File: src/rtl/step_input_conditioner.sv
// step_input_conditioner: synchronise and debounce a data switch and a step button into one-shot ena pulses
// Ports: clk/rst (sync, active-high); sw_data_raw, btn_step_raw async raw inputs;
//        sig_to_test captured bit, ena single-cycle strobe, hist newest-at-bit-0 history, step_count accepted steps.
module step_input_conditioner #(
    parameter int SYNC_STAGES     = 2,
    parameter int DEBOUNCE_CYCLES = 500000,
    parameter int DB_W            = 20,
    parameter int HIST_LEN        = 8,
    parameter bit BTN_ACTIVE_LOW  = 1
) (
    input  logic                clk,
    input  logic                rst,
    input  logic                sw_data_raw,
    input  logic                btn_step_raw,
    output logic                sig_to_test,
    output logic                ena,
    output logic [HIST_LEN-1:0] hist,
    output logic [7:0]          step_count
);
    localparam logic [DB_W-1:0] DB_LAST = DB_W'(DEBOUNCE_CYCLES - 1);
    typedef enum logic [1:0] {IDLE, PULSE, WAIT_RELEASE} state_t;
    logic [SYNC_STAGES-1:0] data_sync, btn_sync;
    logic [1:0]             lvl, db;
    logic [DB_W-1:0]        cnt [2];
    state_t                 state, state_n;
    // Button chain resets to the raw released level; polarity is normalised to pressed=1 after the chain.
    always_ff @(posedge clk) begin
        if (rst) begin
            data_sync <= '0;
            btn_sync  <= {SYNC_STAGES{BTN_ACTIVE_LOW}};
        end else begin
            data_sync <= {data_sync[SYNC_STAGES-2:0], sw_data_raw};
            btn_sync  <= {btn_sync[SYNC_STAGES-2:0], btn_step_raw};
        end
    end
    assign lvl = {btn_sync[SYNC_STAGES-1] ^ BTN_ACTIVE_LOW, data_sync[SYNC_STAGES-1]};
    // Index 0 = data, 1 = button; the level flips only after DEBOUNCE_CYCLES consecutive differing cycles.
    always_ff @(posedge clk) begin
        for (int k = 0; k < 2; k++) begin
            if (rst || lvl[k] == db[k]) begin
                cnt[k] <= '0;
                if (rst) db[k] <= 1'b0;
            end else if (cnt[k] == DB_LAST) begin
                cnt[k] <= '0;
                db[k]  <= ~db[k];
            end else begin
                cnt[k] <= cnt[k] + 1'b1;
            end
        end
    end
    always_ff @(posedge clk) begin
        state <= rst ? WAIT_RELEASE : state_n;
    end
    always_comb begin
        state_n = WAIT_RELEASE;
        case (state)
            IDLE:         state_n = db[1] ? PULSE : IDLE;
            PULSE:        state_n = WAIT_RELEASE;
            WAIT_RELEASE: state_n = db[1] ? WAIT_RELEASE : IDLE;
            default:      state_n = WAIT_RELEASE;
        endcase
    end
    // ena is registered from the next state so it is high exactly while the FSM sits in PULSE.
    always_ff @(posedge clk) begin
        if (rst) begin
            sig_to_test <= 1'b0;
            ena         <= 1'b0;
            hist        <= '0;
            step_count  <= '0;
        end else begin
            ena <= state_n == PULSE;
            if (state == IDLE && db[1]) sig_to_test <= db[0];
            if (state == PULSE) begin
                hist       <= {hist[HIST_LEN-2:0], sig_to_test};
                step_count <= step_count + 8'd1;
            end
        end
    end
endmodule

File: config.mk
export PLATFORM = sky130hd
export DESIGN_NAME = step_input_conditioner
export DESIGN_NICKNAME = d
export VERILOG_FILES = /design/src/rtl/step_input_conditioner.sv
export SDC_FILE = /design/constraint.sdc
export NUM_CORES = 1
export LEC_CHECK = 0
export CAP_MARGIN = 10
export CORE_ASPECT_RATIO = 2
export CORE_MARGIN = 1.5
export CORE_UTILIZATION = 61
export CTS_BUF_LIST = sky130_fd_sc_hd__clkbuf_2
export DETAILED_ROUTE_END_ITERATION = 6
export HOLD_SLACK_MARGIN = 0.05
export MAX_ROUTING_LAYER = met4
export PLACE_DENSITY_LB_ADDON = 0.15
export SKIP_LAST_GASP = 1
export SLEW_MARGIN = 20
export SYNTH_ARGS = -nofsm -noshare
export SYNTH_HDL_FRONTEND = slang
export SYNTH_SLANG_ARGS = --single-unit
File: constraint.sdc
create_clock -name clk -period 2.55 [get_ports clk]
set_input_delay 0.255 -clock clk [delete_from_list [all_inputs] [get_ports clk]]
set_output_delay 0.255 -clock clk [all_outputs]
set_load 0.005 [all_outputs]
Word level (Yosys, flattened, before mapping)
Memory sizes are Yosys's and may differ from the RTL's.
Index checks and enable logic that the tools add are counted.

cells by class
  add/subtract/negate cells = 3
  equal/unequal tests = 9
  muxes and demuxes = 28
  bitwise logic cells = 7
  reduce and logical (&&, ||, !) cells = 8

operator list
  operator                                                            number
  20-bit 2-to-1 mux                                                   4
  20-bit by 1-bit adder with 20-bit output (second input constant)    2
  20-bit by 19-bit == test with 1-bit output (second input constant)  2
  1-bit 2-to-1 mux                                                    22
  8-bit by 1-bit adder with 8-bit output (second input constant)      1
  2-bit by 1-bit == test with 1-bit output (second input constant)    2
  2-bit inequality test (second input constant)                       2
  1-bit OR                                                            4
  2-bit one-hot mux with 2 select lines                               1
  2-bit AND reduction                                                 2
  2-bit nonzero test                                                  2
  1-bit NOT                                                           3
  1-bit == test                                                       2
  2-bit == test (second input constant)                               1
  2-bit zero test                                                     1
  1-bit logical OR                                                    2
  2-bit 2-to-1 mux                                                    1
  1-bit logical AND                                                   1

storage, ports and cells
  flip-flop bits (word level) = 26
  RAM bits = 40
  input port bits = 4
  output and inout port bits = 18
  logic and storage cells = 65
  memories = 1

memories
  name  words  bits a word  rd ports  clocked after memory_dff  write ports  line  text
  cnt   2      20           2         0                         2            24    logic [DB_W-1:0] cnt [2];

Logic depth before layout (Yosys ltp)
  depth in word-level cells = 7
  depth in mapped cells = 6
  mapped depth without buffers = 5

Worst setup path after synthesis
Ideal clock, no wire load.

  path type = reg2reg
  start point = memory cnt[1][5]
  end point = memory cnt[1][10], data pin
  setup time = 0.257 ns
  arrival time = 1.500 ns
  data required time = 2.293 ns
  slack = 0.793 ns
  cell stages (with the launch flop) = 6
  buffers on the path = 1
  clock period less this slack = 1.757 ns
  cell sequence = edfxtp_1 -> nor4b_1 -> nand4_1 -> o21ai_2 -> buf_2 -> nor2_1

RTL lines
  item             line
  start, declared  24

==> impl_metrics.csv <==
group,metric,value,unit
sta,finalSetupTns,0,ns
synth,synthFlopType,"edfxtp_1",
route,post_drt_via_cell_ratio,5.491,
worst_setup_path,cp_data_arrival_time,2.28,ns
sta,setup_viol,0,
global_route,overflow,0,
synth,async_flop_share,0,
power,ir_drop,0.0004940,V
worst_setup_path,cpPeakStageDelay,0.51,ns
route,wl_per_cell,13.77,µm
synth,ys_top_cells_by_count,"47 x nor2_1, 42 x edfxtp_1, 31 x nand2_1, 24 x dfxtp_1, 23 x xnor2_1",
final_layout,drive_gt1_frac,0.07692,
global_route,grtUsageTotal,0.2581,
clocking,post_cts_resize_count,0,
power,leakage,1.289,nW
sta,whs,0.2502,ns
final_layout,n_fill_cell,405,
die,num_rows,37,
worst_setup_path,worst-r2r-setup-slack,0.57,ns
clocking,clkTransAtPathRegs,0.18,ns
worst_setup_path,crit_family,"simple AND/OR/NAND/NOR gates",
route,routed_wl,6.171,mm
route,detail-route-antenna-nets,0,
global_route,grt_pass1_wl,10.43,mm
hold_path,min_path_type,"in -> reg",
clocking,cts_max_level,3,
synth,synthXorXnorAreaFrac,0.1037,
sta,hold_viol,0,
worst_setup_path,cp_slowest_cell,"edfxtp_1",
worst_setup_path,crit_required,2.85,ns
run,drv_cap,0,
synth,avgSynthCellArea,10.10,µm²
worst_setup_path,worstReg2RegStart,"cnt[1][11]$_SDFFCE_PN0P_",
power,totalPowerFinal,0.001878,W
synth,yosysMostFrequentCell,"nor2_1",
clocking,cts_root_buf,"clkbuf_2",
synth,yosysTopAreaCell,"edfxtp_1",
die,start_util,0.6305,
sta,fmax,505.8,MHz
sta,min_period,1.977,ns
clocking,numCtsBuffers,9,
power,pwr-share-comb,0.063,
power,switching_share,0.2750,
final_layout,final_util,0.7329,
place,place_area,3643,µm²
worst_setup_path,crit_type,"reg -> reg",
route,via_count,2460,
route,drt_iter0_drc,64,
clocking,cts_buffer_depth,2,
sta,period_share,0.7753,
power,power_frac_seq,0.658,
power,pwr-share-clk,0.279,
place,hpwl,4.671,mm
hold_path,hold_path_end,"data_sync[0]$_SDFF_PP0_",
synth,synth_edf_count,42,
run_status,status,"finished, final reports clean",
worst_setup_path,crit_chain,"nor4b_1 > nand4_1 > o21ai_2 > buf_4 > nor2_1",
place,place.gp.congestion,0.8086,
route,drc,0,
global_route,grt_pass1_vias,2443,
global_route,grt_max_degree,27,
sta,rsz0062_at_grt,"no",
global_route,antenna_found_initial,0,
clocking,cts.sinks,66,
synth,ys_ff_latch,66,
synth,syn_area,3211,µm²
synth,synth_top_family_by_area,"simple AND/OR/NAND/NOR gates",
worst_setup_path,critPathCaptureType,"flip-flop",
worst_setup_path,critPathBufInv,1,
clocking,cts_setup_buffers,0,
sta,drv_slew,0,
hold_path,hold_depth,2,
final_layout,syn_to_final_growth,16.25,%
power,power.switching,0.0005163,W
clocking,insertion_delay,0.54,ns
die,die_w,54.30,µm
clocking,hold_buffers,0,
route,dr.pass1.iters,4,
place,portBuffers,21,
hold_path,min-delay-start,"sw_data_raw",
synth,ys_types,39,
final_layout,num-nets-final,392,
synth,synth-adder-area-share,0.01169,
synth,synth-simple-area-share,0.2611,
synth,muxShareOfSynthArea,0.009743,
final_layout,antenna_cells,0,
die,dieArea,5734,µm²
die,fp.dieH,105.6,µm
synth,netlist_instances,318,
synth,ys_seq_area_frac,0.5425,
power,p_int,0.001361,W
sta,worst_pin_slew,0.5129,ns
synth,synthTopCellsByArea,"edfxtp_1 39%, dfxtp_1 15%, xnor2_1 6.3%, nor2_1 5.5%, xor2_1 4.1%",
die,core,5092,µm²
synth,synth_top_area_share,0.3928,
worst_setup_path,worstSetupStartpointType,"flip-flop",
sta,clock_skew,0.02169,ns
worst_setup_path,crit_path_max_fanout,15,
final_layout,design_area,3732,µm²
power,power_density,503.1,nW/µm²
sta,relSlewSlack,0.6549,
clocking,cts_tree,"built",
synth,synth-compound-area-share,0.04793,
worst_setup_path,r2r-end,"cnt[1][12]$_SDFFCE_PN0P_",
synth,ys_warn_count,0,
die,ioPinCount,22,
worst_setup_path,worst_r2r_path_depth,5,
-- cell families after synthesis --
group           after synthesis
flops                        66
fa+ha+maj                     3
compound gates               27
simple gates                162
mux                           3
other cells                   1
xor+xnor                     38
buf+inv                      18
-- registers in the layout, summed over array words and instances, names as in the netlist --
| register | flops |
|---|---|
| cnt | 40 |
| step_count | 8 |
| state | 2 |
| data_sync | 2 |
| sig_to_test | 1 |
| hist | 8 |
| btn_sync | 2 |
| ena | 1 |
| db | 2 |
-- worst register-to-register path, cell delays in order (launching register included) --
cell and delay [ns]:
edfxtp_1 0.51, nor4b_1 0.41, nand4_1 0.21, o21ai_2 0.28, buf_4 0.26, nor2_1 0.07
-- metal layers --
metal / track usage / part of all wire
met2: 0.4432 / 0.58
met1: 0.2493 / 0.37
met3: 0.04391 / 0.024
met5: - / 0
met4: 0.1607 / 0.030
-- cells in the final DEF, fill, tap and decap left out, types with 4 or more instances in the layout --
cell type	count
a21oi_1	14
buf_4	6
clkbuf_2	9
clkdlybuf4s50_1	21
clkinv_2	4
conb_1	40
dfxtp_1	24
edfxtp_1	42
inv_1	8
nand2_1	31
nand3_1	14
nand4_1	15
nor2_1	47
nor2b_1	5
nor3_1	15
nor4_1	10
nor4b_1	4
o21ai_0	5
xnor2_1	23
xor2_1	15
-- power groups by stage --
stage	sequential (W)	combinational (W)	clock (W)
floorplan	0.00124	0.0000926	0
global placement	0.00126	0.000113	0
detailed placement	0.00126	0.000116	0
CTS	0.00124	0.000117	0.000538
global route	0.00124	0.000134	0.000585
finish	0.00124	0.000118	0.000523
-- worst max-delay path by stage --
stage / startpoint / end / slack (ns) / cells after the start
after floorplan: cnt[1][5]$_SDFFCE_PN0P_ / cnt[1][10]$_SDFFCE_PN0P_ / 0.79 / 5
after global placement: cnt[1][11]$_SDFFCE_PN0P_ / cnt[1][5]$_SDFFCE_PN0P_ / 0.68 / 5
after detailed placement: cnt[1][7]$_SDFFCE_PN0P_ / cnt[1][5]$_SDFFCE_PN0P_ / 0.59 / 5
after CTS: cnt[1][11]$_SDFFCE_PN0P_ / cnt[1][14]$_SDFFCE_PN0P_ / 0.57 / 5
after global routing: cnt[1][0]$_SDFFCE_PN0P_ / cnt[1][18]$_SDFFCE_PN0P_ / 0.42 / 5
final: cnt[1][11]$_SDFFCE_PN0P_ / cnt[1][12]$_SDFFCE_PN0P_ / 0.57 / 5
-- per-stage QoR --
step | cells | worst slack, ns
floorplan | 357 | 0.7933
global placement | 432 | 0.6796
detailed placement | 432 | 0.5898
CTS | 448 | 0.5706
global route | 448 | 0.4225
finish | 448 | 0.5731
-- final cells by class --
| type | count | area [µm²] | share of cell area |
|---|---|---|---|
| sequential | 66 | 1742 | 0.4666 |
| multi-input combinational | 273 | 1544 | 0.4137 |
| timing repair buffer | 27 | 255.2 | 0.06839 |
| tap | 58 | 72.57 | 0.01944 |
| clock buffer | 9 | 45.04 | 0.01207 |
| clock inverter | 7 | 43.79 | 0.01173 |
| inverter | 8 | 30.03 | 0.008046 |
Power figures use the tool's default switching activity.
